<file path="src/rtl/acc_cpu_controller.sv">
// Multicycle fetch/decode/execute controller for the 16-bit accumulator CPU.
// Owns PC/IR/MBR/AC and sequences the synchronous RAM and the external ALU.
`timescale 1ns/1ps
module acc_cpu_controller #(
  parameter int          ADDR_WIDTH = 18,
  parameter int          DATA_WIDTH = 16,
  parameter logic [15:0] RESET_PC   = 16'h0100,
  parameter int          MEM_LAT    = 1
) (
  input  logic                  clk,
  input  logic                  rst,
  input  logic                  start,
  output logic [ADDR_WIDTH-1:0] mem_addr,
  output logic                  mem_cs,
  output logic                  mem_we,
  output logic                  mem_oe,
  output logic [DATA_WIDTH-1:0] mem_wdata,
  input  logic [DATA_WIDTH-1:0] mem_rdata,
  output logic [DATA_WIDTH-1:0] alu_a,
  output logic [DATA_WIDTH-1:0] alu_b,
  output logic [1:0]            alu_sel,
  input  logic [DATA_WIDTH-1:0] alu_out,
  output logic [15:0]           pc_o,
  output logic [DATA_WIDTH-1:0] ac_o,
  output logic                  halted,
  output logic                  retire
);

  localparam logic [3:0] S_IDLE   = 4'd0;
  localparam logic [3:0] S_FETCH  = 4'd1;
  localparam logic [3:0] S_FWAIT  = 4'd2;
  localparam logic [3:0] S_DECODE = 4'd3;
  localparam logic [3:0] S_OPRD   = 4'd4;
  localparam logic [3:0] S_OWAIT  = 4'd5;
  localparam logic [3:0] S_EXEC   = 4'd6;
  localparam logic [3:0] S_STORE  = 4'd7;
  localparam logic [3:0] S_HALT   = 4'd8;

  localparam logic [3:0] OP_LOAD  = 4'h1;
  localparam logic [3:0] OP_STORE = 4'h2;
  localparam logic [3:0] OP_ADD   = 4'h3;
  localparam logic [3:0] OP_SUB   = 4'h4;
  localparam logic [3:0] OP_AND   = 4'h5;
  localparam logic [3:0] OP_OR    = 4'h6;
  localparam logic [3:0] OP_HALT  = 4'h7;
  localparam logic [3:0] OP_SKIP  = 4'h8;
  localparam logic [3:0] OP_JUMP  = 4'h9;
  localparam logic [3:0] OP_CLEAR = 4'hA;

  localparam int              CNT_W     = (MEM_LAT > 1) ? $clog2(MEM_LAT) : 1;
  localparam logic [CNT_W-1:0] WAIT_INIT = CNT_W'(MEM_LAT - 1);

  logic [3:0]                   state;
  logic [15:0]                  pc;
  logic [DATA_WIDTH-1:0]        ir;
  logic [DATA_WIDTH-1:0]        mbr;
  logic signed [DATA_WIDTH-1:0] ac;
  logic [CNT_W-1:0]             wait_cnt;
  logic [3:0]                   opcode;
  logic [ADDR_WIDTH-1:0]        pc_addr;
  logic [ADDR_WIDTH-1:0]        oper_addr;

  assign opcode    = ir[15:12];
  assign pc_addr   = ADDR_WIDTH'(pc);
  assign oper_addr = ADDR_WIDTH'(ir[11:0]);

  function automatic logic skip_taken(input logic [1:0] cond,
                                      input logic signed [DATA_WIDTH-1:0] acc);
    logic neg, zero;
    neg  = acc[DATA_WIDTH-1];
    zero = (acc == '0);
    case (cond)
      2'b00:   skip_taken = neg;
      2'b01:   skip_taken = zero;
      2'b10:   skip_taken = !neg && !zero;
      default: skip_taken = 1'b0;
    endcase
  endfunction

  function automatic logic [1:0] alu_sel_of(input logic [3:0] op);
    case (op)
      OP_ADD:  alu_sel_of = 2'b01;
      OP_SUB:  alu_sel_of = 2'b10;
      OP_AND:  alu_sel_of = 2'b11;
      default: alu_sel_of = 2'b00;
    endcase
  endfunction

  always_ff @(posedge clk) begin
    if (rst) begin
      state    <= S_IDLE;
      pc       <= RESET_PC;
      ir       <= '0;
      mbr      <= '0;
      ac       <= '0;
      wait_cnt <= '0;
      alu_a    <= '0;
      alu_b    <= '0;
      alu_sel  <= 2'b00;
      retire   <= 1'b0;
    end else begin
      retire <= 1'b0;
      case (state)
        S_IDLE: if (start) state <= S_FETCH;
        S_FETCH: begin
          wait_cnt <= WAIT_INIT;
          state    <= S_FWAIT;
        end
        S_FWAIT: begin
          if (wait_cnt == '0) begin
            ir    <= mem_rdata;
            pc    <= pc + 16'd1;
            state <= S_DECODE;
          end else begin
            wait_cnt <= wait_cnt - CNT_W'(1);
          end
        end
        S_DECODE: begin
          // Single-cycle instructions (and HALT) retire straight out of decode.
          retire <= 1'b1;
          state  <= S_FETCH;
          case (opcode)
            OP_LOAD, OP_ADD, OP_SUB, OP_AND, OP_OR: begin
              retire <= 1'b0;
              state  <= S_OPRD;
            end
            OP_STORE: begin
              retire <= 1'b0;
              state  <= S_STORE;
            end
            OP_HALT:  state <= S_HALT;
            OP_SKIP:  if (skip_taken(ir[11:10], ac)) pc <= pc + 16'd1;
            OP_JUMP:  pc <= {4'h0, ir[11:0]};
            OP_CLEAR: ac <= '0;
            default:  ;
          endcase
        end
        S_OPRD: begin
          wait_cnt <= WAIT_INIT;
          state    <= S_OWAIT;
        end
        S_OWAIT: begin
          if (wait_cnt == '0) begin
            // ALU operands are registered here so they are stable through EXEC and held after.
            mbr     <= mem_rdata;
            alu_a   <= ac;
            alu_b   <= mem_rdata;
            alu_sel <= alu_sel_of(opcode);
            state   <= S_EXEC;
          end else begin
            wait_cnt <= wait_cnt - CNT_W'(1);
          end
        end
        S_EXEC: begin
          ac     <= (opcode == OP_LOAD) ? mbr : alu_out;
          retire <= 1'b1;
          state  <= S_FETCH;
        end
        S_STORE: begin
          retire <= 1'b1;
          state  <= S_FETCH;
        end
        S_HALT:  state <= S_HALT;
        default: state <= S_IDLE;
      endcase
    end
  end

  always_comb begin
    mem_addr  = '0;
    mem_cs    = 1'b0;
    mem_we    = 1'b0;
    mem_oe    = 1'b0;
    mem_wdata = '0;
    case (state)
      S_FETCH, S_FWAIT: begin
        mem_addr = pc_addr;
        mem_cs   = 1'b1;
        mem_oe   = 1'b1;
      end
      S_OPRD, S_OWAIT: begin
        mem_addr = oper_addr;
        mem_cs   = 1'b1;
        mem_oe   = 1'b1;
      end
      S_STORE: begin
        // Reset gates the write strobe so a store caught by reset never lands in RAM.
        mem_addr  = oper_addr;
        mem_cs    = !rst;
        mem_we    = !rst;
        mem_wdata = ac;
      end
      default: ;
    endcase
  end

  assign halted = (state == S_HALT);
  assign pc_o   = pc;
  assign ac_o   = ac;

endmodule
</file>
<file path="config.mk">
export PLATFORM = sky130hd
export DESIGN_NAME = acc_cpu_controller
export DESIGN_NICKNAME = d
export VERILOG_FILES = /design/src/rtl/acc_cpu_controller.sv
export SDC_FILE = /design/constraint.sdc
export NUM_CORES = 1
export LEC_CHECK = 0
export ABC_AREA = 1
export BUFFER_PORTS_ARGS = -buffer_cell sky130_fd_sc_hd__buf_4
export CORE_MARGIN = 2
export CORE_UTILIZATION = 51
export DETAILED_ROUTE_END_ITERATION = 12
export PLACE_DENSITY = 0.8
export SKIP_LAST_GASP = 1
export SYNTH_ARGS = -nofsm -noshare
export SYNTH_HDL_FRONTEND = slang
export SYNTH_SLANG_ARGS = --single-unit
</file>
<file path="constraint.sdc">
create_clock -name clk -period 1.6 [get_ports clk]
set_input_delay 0.16 -clock clk [delete_from_list [all_inputs] [get_ports clk]]
set_output_delay 0.16 -clock clk [all_outputs]
set_load 0.01 [all_outputs]
</file>
; Yosys cells after proc, flatten, opt, wreduce, memory -nomap -nowiden
; Cells that the tools add are included.
[classes]
n_eq_ne = 26
n_mux = 26
addsub = 2
n_bitwise = 1
reduce_logical = 23
[op_table]
columns = op, n
row1 = $pmux 16 s2, 4
row2 = $mux 16, 5
row3 = $eq 4x3->1 const B, 8
row4 = $pmux 4 s8, 1
row5 = $add 16x1->16 const B, 1
row6 = $eq 4x2->1 const B, 4
row7 = $eq 4x4->1 const B, 4
row8 = $logic_not 16->1, 1
row9 = $mux 4, 3
row10 = $pmux 4 s3, 1
row11 = $eq 4x1->1 const B, 2
row12 = $reduce_or 2->1, 4
row13 = $mux 1, 7
row14 = $ne 2x2->1 const B, 3
row15 = $pmux 1 s2, 3
row16 = $pmux 2 s3, 1
row17 = $reduce_and 2->1, 3
row18 = $reduce_bool 2->1, 3
row19 = $reduce_or 6->1, 1
row20 = $reduce_or 5->1, 1
row21 = $logic_not 4->1, 1
row22 = $reduce_and 4->1, 1
row23 = $reduce_or 4->1, 1
row24 = $logic_not 1->1, 3
row25 = other kinds (12), 12
[totals]
regBits = 88

; Depth between registers and ports, before layout
; Gate-level depths: netlist of run 1.
[depth]
word_depth = 10
mapped_depth = 12
depth_no_buf = 12

; Least setup slack after synthesis of run 1
; Ideal clock, no wire load.
[synth_timing]
kind = register -> output
from = register state[2]
to = output port mem_cs
t_arrival_ns = 1.368
stages_incl_launch_ff = 8
n_path_buf = 0
path_slack_ns = 0.072
path_cell_list = dfxtp_1 > inv_1 > nor2_2 > inv_2 > nor2_1 > nand2_1 > nor2_1 > or2_2
[synth_between]
elab_chain_len = 3
elab_cells_between_ends = 7
[synth_lines]
columns = element, line_no
row1 = start: declaration, 53  ; logic [3:0] state;
row2 = start signal: assignment, 91  ; state <= S_IDLE;
row3 = start signal: assignment, 104  ; S_IDLE: if (start) state <= S_FETCH;
row4 = start signal: assignment, 107  ; state <= S_FWAIT;
row5 = "$eq 4x3->1, or another cell as far along", 175  ; case (state)
row6 = $reduce_or 4->1 (no line), n/a
row7 = $pmux 1 s2 *, 175
row8 = end: declaration, 14  ; output logic mem_cs,
; Every way passes the cells marked *; elsewhere a longest branch is shown, timed or not.

; Worst setup path after layout of run 1
[layout_timing]
from = register state[1]
to = output port mem_cs
; Same word-level chain as after synthesis.

==> results.md, run 1 <==
* Outcome: finished, violations left
* Failing checks: negative setup slack
* WP buf/inv at 2
* Number of library cell types mapped by synthesis at 33
* HPWL after DPL at 10.1 mm
* PwrDens at 757 nW/um^2
* Worst Hold End: ir[2]
* Crit path depth at 6
* Clk slew on worst S/H paths at 90 ps
* Final #Nets at 847
* TritonCTS clock tree: built
* DRT Pass-1 Iters at 9
* Fin area at 6810 sq um
* Hold path startpoint: mem_rdata[2]
* Diode count at 0
* Max incr delay on CP at 360 ps
* Die X at 95.2 um
* Post-synthesis cell area at 4240 sq um
* Post-CTS Hold Buffers at 0
* Finished Core Util at 83.8%
* Fillers at 478
* 1st-iter DRT viols at 504
* Reg2Reg Setup Slack at -130 ps
* Delay-heaviest family, CP: simple AND/OR/NAND/NOR gates
* Storage element area at 1770 sq um
* Drt drc at 0
* Clk_skew at 14.6 ps
* Final period utilization at 109%
* First-pass GRT wire length at 22.6 mm
* Setup crit end kind: output port
* Share of cells above drive strength 1 at 42.9%
* GRT overflow at 0
* Pre-CTS setup slack at -62.8 ps
* Cell Chain, Critical Path: inv_2 -> nor2_4 -> o21ai_4 -> nand2_2 -> or2_4 -> buf_4
* DR vias at 5400
* RSZ-0062 raised after global routing: yes
* Gpl congestion at 0.971
* Post-layout worst setup margin at -146 ps
* Die area at 9060 sq um
* Footprint of the multi-input gates at 2530 sq um
* Placed Cells at 881
* Routed Antenna Nets at 0
* Post-Syn Instances at 620
* CTS Root Cell: clkbuf_8
* IO buf count at 137
* Slowest cell on the critical path: dfxtp_4
* Core area at 8130 sq um
* Clock latency on the worst-skew pair at 370 ps
* Antenna violations before repair at 0
* I/O pins at 140
* YS warnings at 0
* FF+latch count, synth at 87
* Largest net degree at the start of global routing at 58
* Worst EP arrival at 1590 ps
* Gr usage total at 32.2%
* Final WL at 17.5 mm
* Row count at 33
* Reg2reg start: pc_o[6]
* Hold Crit Depth at 3
* Deepest clock path buffer count at 2
* Max-slew violation count at 0
* Seq/Total Area, Yosys at 41.1%
* Hold Crit Class: in2reg
* Mean number of vias per cell at 5.86
* Maxcap violations at 0
* Worst Reg-to-Reg Cells at 8
* Final hold viol count at 0
* Final setup fails at 59
* Maximum clock frequency at 573 MHz
* Vias in the first global route at 4563
* Starting Density at 52.1%
* Routed WL per cell at 19.0 um
* Worst EP required at 1440 ps
* Clock sink count at 87
* Post-Place Cell Area at 5710 sq um
* Reg2Reg Capture Point: pc_o[15]
* Critical path type: reg2out
* Final std cells w/o fill at 921
* H-tree levels at 3
* Num CTS Buffers at 9
* P&R area growth vs syn at 60.6%
* Setup TNS at -5230 ps
* Worst Path Max Fanout at 3
* Avg Inst Size Synth at 6.84 sq um
* CP Launch Type: flop
* Post-route minimum period at 1750 ps
* Max IR drop VDD at 0.000563 V
* Leakage at 0.00285 uW
* Die H at 95.2 um
-- registers in the layout (all words and copies together), names as in the netlist --
register and cells:
ac_o 16, state 4, alu_sel 2, alu_a 16, ir 16, retire 1, pc_o 16, mbr 16
-- layout make-up --
cell class | instances | area share (%)
clock buffers | 9 | 1.82
multi-input cells | 427 | 37.2
inverters | 76 | 4.54
well taps | 105 | 1.93
flip-flops and latches | 87 | 25.9
clock inverters | 7 | 1.51
repair buffers | 210 | 27.1
-- worst register-to-register path, delay by kind of cell (launching register included) --
family | cells | cell delay (ps)
and+or+nand+nor | 5 | 630
AOI/OAI and AO/OA | 3 | 560
DFF | 1 | 460
-- per-layer routing --
layer | wire (um) | vias up | track usage, %
met5 | 0 | - | 0
met4 | 899 | 0 | 12.1
met3 | 1850 | 99 | 6.64
met2 | 8400 | 400 | 53.0
met1 | 6400 | 2481 | 41.6
li1 | - | 2420 | -
-- cells by family after synthesis --
| family | count (synthesis) | synth area share, % |
|---|---|---|
| other cells | 1 | 0.0884 |
| xor+xnor | 4 | 0.826 |
| flops | 87 | 41.1 |
| buf+inv | 108 | 10.4 |
| compound gates | 185 | 24.3 |
| simple gates | 234 | 23.1 |
| fa+ha+maj | 1 | 0.295 |
-- metrics by stage --
| step | total power [uW] | hold slack, ps |
|---|---|---|
| after floorplan | 2760 | 295 |
| after global placement | 3120 | 394 |
| after detailed placement | 3130 | 400 |
| after CTS | 4930 | 32.4 |
| after global routing | 5320 | 34.7 |
| final | 5160 | 42.2 |
-- Yosys cell counts --
cell / instances / share of area, %
xor2_1: 4 / 0.83
dfxtp_1: 87 / 41
nor3_1: 2 / 0.24
inv_1: 68 / 6.0
nand2_4: 2 / 0.53
nand2_2: 1 / 0.15
o21ai_0: 67 / 7.9
a31oi_1: 2 / 0.29
nand2_1: 109 / 9.6
nand3_1: 34 / 4.0
buf_6: 1 / 0.27
a31oi_4: 1 / 0.50
o22ai_1: 5 / 0.74
buf_4: 2 / 0.35
inv_2: 7 / 0.62
nor2_4: 1 / 0.27
nand4_1: 2 / 0.29
nor2_1: 78 / 6.9
buf_2: 13 / 1.5
nor2_2: 3 / 0.44
nor2_8: 1 / 0.47
inv_4: 1 / 0.15
a21oi_1: 84 / 9.9
o21ai_2: 4 / 0.83
o31ai_1: 1 / 0.18
or2_2: 1 / 0.15
clkbuf_1: 16 / 1.4
a221oi_1: 1 / 0.21
o21a_1: 1 / 0.18
a32o_1: 3 / 0.71
conb_1: 1 / 0.088
o211ai_1: 16 / 2.8
ha_1: 1 / 0.29
-- timing repair --
item | in CTS | in global routing
gates resized for setup | 74 | 116
gates cloned | 1 | 6
pin swaps | 7 | 26
setup buffers | 10 | 9
endpoints found under the setup margin | 46 | 93
-- where the power goes --
part / switching [uW] / leakage (uW) / internal [uW]
sequential: 73.2 / 0.000711 / 2240
clock: 874 / 0.000111 / 900
combinational: 618 / 0.00203 / 457
total: 1560 / 0.00285 / 3590
-- placed cells by master (no fill, tap or decap), drive strengths merged --
cell | synthesis | routed
a31oi | 3 | 3
clkinv | 0 | 2
a221oi | 1 | 1
o211ai | 16 | 16
o21a | 1 | 1
a32o | 3 | 3
clkinvlp | 0 | 2
o31ai | 1 | 1
bufinv | 0 | 2
nand4 | 2 | 2
nand2 | 112 | 113
buf | 16 | 207
xor2 | 4 | 4
conb | 1 | 2
clkbuf | 16 | 12
ha | 1 | 1
nand3 | 34 | 34
inv | 76 | 77
or2 | 1 | 1
o21ai | 71 | 71
nor2 | 83 | 83
o22ai | 5 | 5
nor3 | 2 | 2
a21oi | 84 | 84
dfxtp | 87 | 87
-- how the worst max path moves through the flow --
stage | slack, ps | start | end
after global routing | -250 | pc_o[6] | pc_o[15]
after detailed placement | -60 | state[0] | mem_cs
after global placement | -50 | state[0] | mem_cs
after floorplan | 70 | state[2] | mem_cs
final | -150 | state[1] | mem_cs
after CTS | -130 | state[2] | mem_wdata[3]
Power figures use the tool's default switching activity.
==> inputs of run 2 (changes only) <==
--- a/config.mk
+++ b/config.mk
@@ -10,7 +10,7 @@
 export CORE_MARGIN = 2
 export CORE_UTILIZATION = 51
 export DETAILED_ROUTE_END_ITERATION = 12
-export PLACE_DENSITY = 0.8
+export PLACE_DENSITY = 0.78
 export SKIP_LAST_GASP = 1
 export SYNTH_ARGS = -nofsm -noshare
 export SYNTH_HDL_FRONTEND = slang
==> constraint.sdc (replaced) <==
create_clock -name clk -period 1.8 [get_ports clk]
set_input_delay 0.18 -clock clk [delete_from_list [all_inputs] [get_ports clk]]
set_output_delay 0.18 -clock clk [all_outputs]
set_load 0.01 [all_outputs]
==> run 2 against run 1 <==
Compared with the run above: the flow now finishes without violations; final area fell by 14%; sequential power shrank 11%; clock-buffer cell count up 2.
==> results.md, run 2 (synthesis results as in run 1) <==
* P&R area growth vs syn at 37.4% (was 60.6%)
* TritonCTS clock tree: built (unchanged)
* Max-slew violation count at 0 (unchanged)
* Clock sink count at 87 (unchanged)
* Maxcap violations at 0 (unchanged)
* Worst EP required at 1620 ps (was 1440 ps)
* Share of cells above drive strength 1 at 29.4% (was 42.9%)
* Routed WL per cell at 15.6 um (was 19.0 um)
* CTS Root Cell: clkbuf_8 (unchanged)
* Clk_skew at 6.48 ps (was 14.6 ps)
* GR peak layer: met2 (unchanged)
* Core area at 8130 sq um (unchanged)
* Reg power frac at 48.0% (was 44.8%)
* Internal Power at 3070 uW (was 3590 uW)
* 1st-iter DRT viols at 249 (was 504)
* Final hold viol count at 0 (unchanged)
* Met2 Resource Use GR at 47.1% (was 53.0%)
* Max incr delay on CP at 350 ps (was 360 ps)
* Setup crit end kind: output port (unchanged)
* Finished Core Util at 71.7% (was 83.8%)
* Largest net degree at the start of global routing at 58 (unchanged)
* Deepest clock path buffer count at 2 (unchanged)
* DRT Pass-1 Iters at 4 (was 9)
* Worst EP arrival at 1600 ps (was 1590 ps)
* Gpl congestion at 0.927 (was 0.971)
* Critical path type: reg2out (unchanged)
* Die H at 95.2 um (unchanged)
* H-tree levels at 3 (unchanged)
* Met1 usage at 40.4% (was 41.6%)
* Post-layout worst setup margin at 16.0 ps (was -146 ps)
* Mean number of vias per cell at 5.36 (was 5.86)
* Routed Antenna Nets at 0 (unchanged)
* Max IR drop VDD at 0.000419 V (was 0.000563 V)
* Hold Crit Class: in2reg (unchanged)
* Final WL at 13.7 mm (was 17.5 mm)
* Die X at 95.2 um (unchanged)
* Gr usage total at 29.8% (was 32.2%)
* Commonest non-fill, non-tap cell in the layout: buf_4 (unchanged)
* Row count at 33 (unchanged)
* Slowest cell on the critical path: dfxtp_2 (was dfxtp_4)
* Worst Path Max Fanout at 16 (was 3)
* I/O pins at 140 (unchanged)
* Maximum clock frequency at 561 MHz
* Starting Density at 52.1% (unchanged)
* GRT overflow at 0 (unchanged)
* Diode count at 0 (unchanged)
* Leakage at 0.00249 uW (was 0.00285 uW)
* Clock latency on the worst-skew pair at 350 ps (was 370 ps)
* Pre-CTS setup slack at -46.4 ps (was -62.8 ps)
* Gate power share at 16.9% (was 20.8%)
* HPWL after DPL at 9.80 mm (was 10.1 mm)
* PwrDens at 735 nW/um^2 (was 757 nW/um^2)
* Post-route minimum period at 1780 ps
* Final setup fails at 0 (was 59)
* DR vias at 4699 (was 5400)
* Cell Chain, Critical Path: inv_4 -> nor2_4 -> inv_4 -> nor2_4 -> nand2_4 -> buf_12 -> nor2_1 -> buf_4 (was inv_2 -> nor2_4 -> o21ai_4 -> nand2_2 -> or2_4 -> buf_4)
* Antenna violations before repair at 0 (unchanged)
* Total power at 4280 uW (was 5160 uW)
* Vias in the first global route at 4261 (was 4563)
* Final period utilization at 99.1%
* CP Launch Type: flop (unchanged)
* Num CTS Buffers at 9 (unchanged)
* RSZ-0062 raised after global routing: yes (unchanged)
* Die area at 9060 sq um (unchanged)
* Met3 Use GR at 6.56% (was 6.64%)
* Outcome: finished, final reports clean (was finished, violations left)
* First-pass GRT wire length at 21.1 mm (was 22.6 mm)
* Commonest non-fill, non-tap cells in the layout: buf_4, nand2_1, a21oi_1 (was buf_4, nand2_1, dfxtp_1)
* Clock network fraction of total power at 35.1% (was 34.4%)
* Final #Nets at 802 (was 847)
* Clk slew on worst S/H paths at 90 ps (about the same)
* Drt drc at 0 (unchanged)
* Switching share of power at 28.3% (was 30.3%)
* IO buf count at 137 (unchanged)
* Switching pwr at 1210 uW (was 1560 uW)
-- run 2: routing by layer --
layer	vias to the layer above	share of wire, %
met2	174	46
li1	2330	-
met3	24	6.4
met4	0	2.3
met1	2171	45
met5	-	0
-- run 2: repair_timing --
| item | in CTS | in global routing |
|---|---|---|
| resized for setup | 20 | 23 |
| endpoints found under the setup margin | 35 | 45 |
| hold buffers | 0 | 0 |
| buffers inserted | 5 | 5 |
| pin swaps | 2 | 5 |
-- run 2: power groups by stage --
stage | logic [uW] | registers [uW] | clock network, uW
finish | 725 | 2060 | 1500
detailed placement | 640 | 2090 | 0
floorplan | 370 | 2090 | 0
global placement | 631 | 2090 | 0
global route | 790 | 2070 | 1600
CTS | 683 | 2050 | 1510
-- run 2: cell type report --
type	count	area (sq um)
fillers	713	2310
multi-input cells	426	2150
flip-flops and latches	87	1750
repair buffers	166	1290
inverters	76	298
clock buffers	11	131
well taps	105	131
clock inverters	5	82.6
-- run 2: path summary, 6_finish.rpt --
path / startpoint / end / slack, ps / depth (start not counted)
max reg2reg: pc_o[8] / pc_o[15] / 110 / 8
min: mem_rdata[8] / ir[8] / 70 / 3
max: state[2] / mem_wdata[8] / 20 / 8
min reg2reg: mbr[0] / mbr[0] / 480 / 2
-- run 2: critical path: cells and delay by family (launching register included) --
kind / cells / cell delay, ps
AND/OR/NAND/NOR: 4 / 490
buffers and inverters: 4 / 400
flip-flops: 1 / 350
-- run 2: metrics by stage --
stage	instance area (sq um)	setup TNS [ps]	hold slack [ps]	instances
2_1_floorplan	4250	0	315	621
3_3_place_gp	5420	-250	417	850
3_5_place_dp	5420	-168	422	850
4_1_cts	5720	0	61.1	871
5_1_grt	5830	-768	71.8	876
6_report	5830	0	66.9	876
==> inputs of run 3 (changes only) <==
--- a/config.mk
+++ b/config.mk
@@ -9,7 +9,9 @@
 export BUFFER_PORTS_ARGS = -buffer_cell sky130_fd_sc_hd__buf_4
 export CORE_MARGIN = 2
 export CORE_UTILIZATION = 51
+export CTS_BUF_LIST = sky130_fd_sc_hd__clkbuf_16
 export DETAILED_ROUTE_END_ITERATION = 12
+export GPL_TIMING_DRIVEN = 1
 export PLACE_DENSITY = 0.78
 export SKIP_LAST_GASP = 1
 export SYNTH_ARGS = -nofsm -noshare
==> run 3 against run 2 <==
Compared with the run above: worst setup slack better by 11 ps; sequential share of layout area down 0.058 points; total power up 10%; clock skew up 0.62 ps; first-iteration DRC count up 5.6%; utilization about the same; flip-flop and latch count unchanged; critical path type unchanged; final area about the same; maximum frequency up 0.62%; non-clock buffer count down 7; clock-buffer cell count down 2; die area unchanged; largest power group unchanged.
==> results.md, run 3 (synthesis results as in run 1) <==
* Outcome: finished, final reports clean (unchanged)
* Clk_skew at 7.10 ps (was 6.48 ps)
* Fin area at 5830 sq um (about the same)
* Die area at 9060 sq um (unchanged)
* Clk slew on worst S/H paths at 60 ps (was 90 ps)
* I/O pins at 140 (unchanged)
* Final hold viol count at 0 (unchanged)
* Starting Density at 52.1% (unchanged)
* Mean number of vias per cell at 5.42 (was 5.36)
* P&R area growth vs syn at 37.4% (about the same)
* Final setup fails at 0 (unchanged)
* Commonest non-fill, non-tap cells in the layout: buf_4, nand2_1, a21oi_1, dfxtp_1, nor2_1 (was buf_4, nand2_1, a21oi_1)
* Max-slew violation count at 0 (unchanged)
* Num CTS Buffers at 9 (unchanged)
* PwrDens at 810 nW/um^2 (was 735 nW/um^2)
* Gr usage total at 29.7% (was 29.8%)
* Post-CTS Hold Buffers at 0 (unchanged)
* Setup TNS at 0 ps (unchanged)
* DR vias at 4707 (was 4699)
* First-pass GRT wire length at 21.1 mm (about the same)
* 1st-iter DRT viols at 263 (was 249)
* Die X at 95.2 um (unchanged)
* Largest net degree at the start of global routing at 58 (unchanged)
* Commonest non-fill, non-tap cell in the layout: buf_4 (unchanged)
* Worst EP required at 1620 ps (about the same)
* GRT overflow at 0 (unchanged)
* Worst Path Max Fanout at 10 (was 16)
* Routed WL per cell at 15.6 um (about the same)
* Critical path type: reg2out (unchanged)
* TritonCTS clock tree: built (unchanged)
* Clock latency on the worst-skew pair at 330 ps (was 350 ps)
* Final #Nets at 795 (was 802)
* Share of cells above drive strength 1 at 27.2% (was 29.4%)
* CP Launch Type: flop (unchanged)
* Core area at 8130 sq um (unchanged)
* Maximum clock frequency at 564 MHz (was 561 MHz)
* Hold Crit Class: in2reg (unchanged)
* Post-route minimum period at 1770 ps (was 1780 ps)
* Leakage at 0.00250 uW (was 0.00249 uW)
* Die H at 95.2 um (unchanged)
* Row count at 33 (unchanged)
* CTS Root Cell: clkbuf_16 (was clkbuf_8)
* Clock sink count at 87 (unchanged)
* RSZ-0062 raised after global routing: yes (unchanged)
* H-tree levels at 3 (unchanged)
* Final std cells w/o fill at 869 (was 876)
* Diode count at 0 (unchanged)
* Maxcap violations at 0 (unchanged)
* Deepest clock path buffer count at 2 (unchanged)
* HPWL after DPL at 9.80 mm (unchanged)
* Final period utilization at 98.5% (was 99.1%)
* Worst EP arrival at 1590 ps (was 1600 ps)
* Vias in the first global route at 4252 (was 4261)
* Max IR drop VDD at 0.000602 V (was 0.000419 V)
* Post-Place Cell Area at 5420 sq um (unchanged)
* DRT Pass-1 Iters at 5 (was 4)
* IO buf count at 137 (unchanged)
* Fillers at 694 (was 713)
* Antenna violations before repair at 0 (unchanged)
* Placed Cells at 850 (unchanged)
* Gpl congestion at 0.927 (unchanged)
* Routed Antenna Nets at 0 (unchanged)
* Drt drc at 0 (unchanged)
* Setup crit end kind: output port (unchanged)
* Final WL at 13.6 mm (was 13.7 mm)
==> run 3: worst max-delay path: stages, from the launching register on <==
cell and delay (ps):
dfxtp_2 380, clkinv_4 90, nor2_2 140, o21ai_2 120, buf_4 190, o21ai_0 190, buf_4 160
==> run 3: repair_timing <==
item	4_1_cts	5_1_grt
endpoints found under the setup margin	34	44
cloned	0	0
setup buffers	1	2
resized for setup	14	8
pin swaps	2	2
==> run 3: report_power, final <==
part           internal [uW]  switching [uW]  total [uW]
registers               1990            65.5        2060
logic                    275             413         689
clock network           1210             764        1970
==> run 3: path summary, 6_finish.rpt <==
kind / end / depth (start not counted) / slack [ps] / from
worst max-delay path: mem_addr[0] / 6 / 30 / state[1]
worst min-delay path: ir[8] / 3 / 90 / mem_rdata[8]
worst max register to register: pc_o[7] / 11 / 130 / state[1]
worst min register to register: mbr[0] / 2 / 470 / mbr[0]
==> run 3: routing by layer <==
layer	routed length [um]	GRT usage (%)
met3	845	6.72
met2	6320	46.7
met1	6130	40.4
met4	261	9.66
met5	0	0
==> run 3: metrics by stage <==
step                      setup slack (ps)  hold WS [ps]  power, uW  utilization, %
after global routing                 -38.7           107       4880            71.6
final                                 26.9          93.3       4720            71.6
after CTS                             1.84          91.6       4700            71.0
after floorplan                        252           315       2460               -
after detailed placement             -46.4           422       2730            66.7
after global placement               -67.8           417       2720            66.7
==> run 3: final cells by class <==
type | instances | area, sq um | share of cell area, %
multi-input combinational | 426 | 2100 | 36.1
sequential | 87 | 1750 | 30.0
timing repair buffer | 159 | 1240 | 21.3
inverter | 76 | 293 | 5.02
clock buffer | 9 | 225 | 3.87
tap | 105 | 131 | 2.25
clock inverter | 7 | 90.1 | 1.55
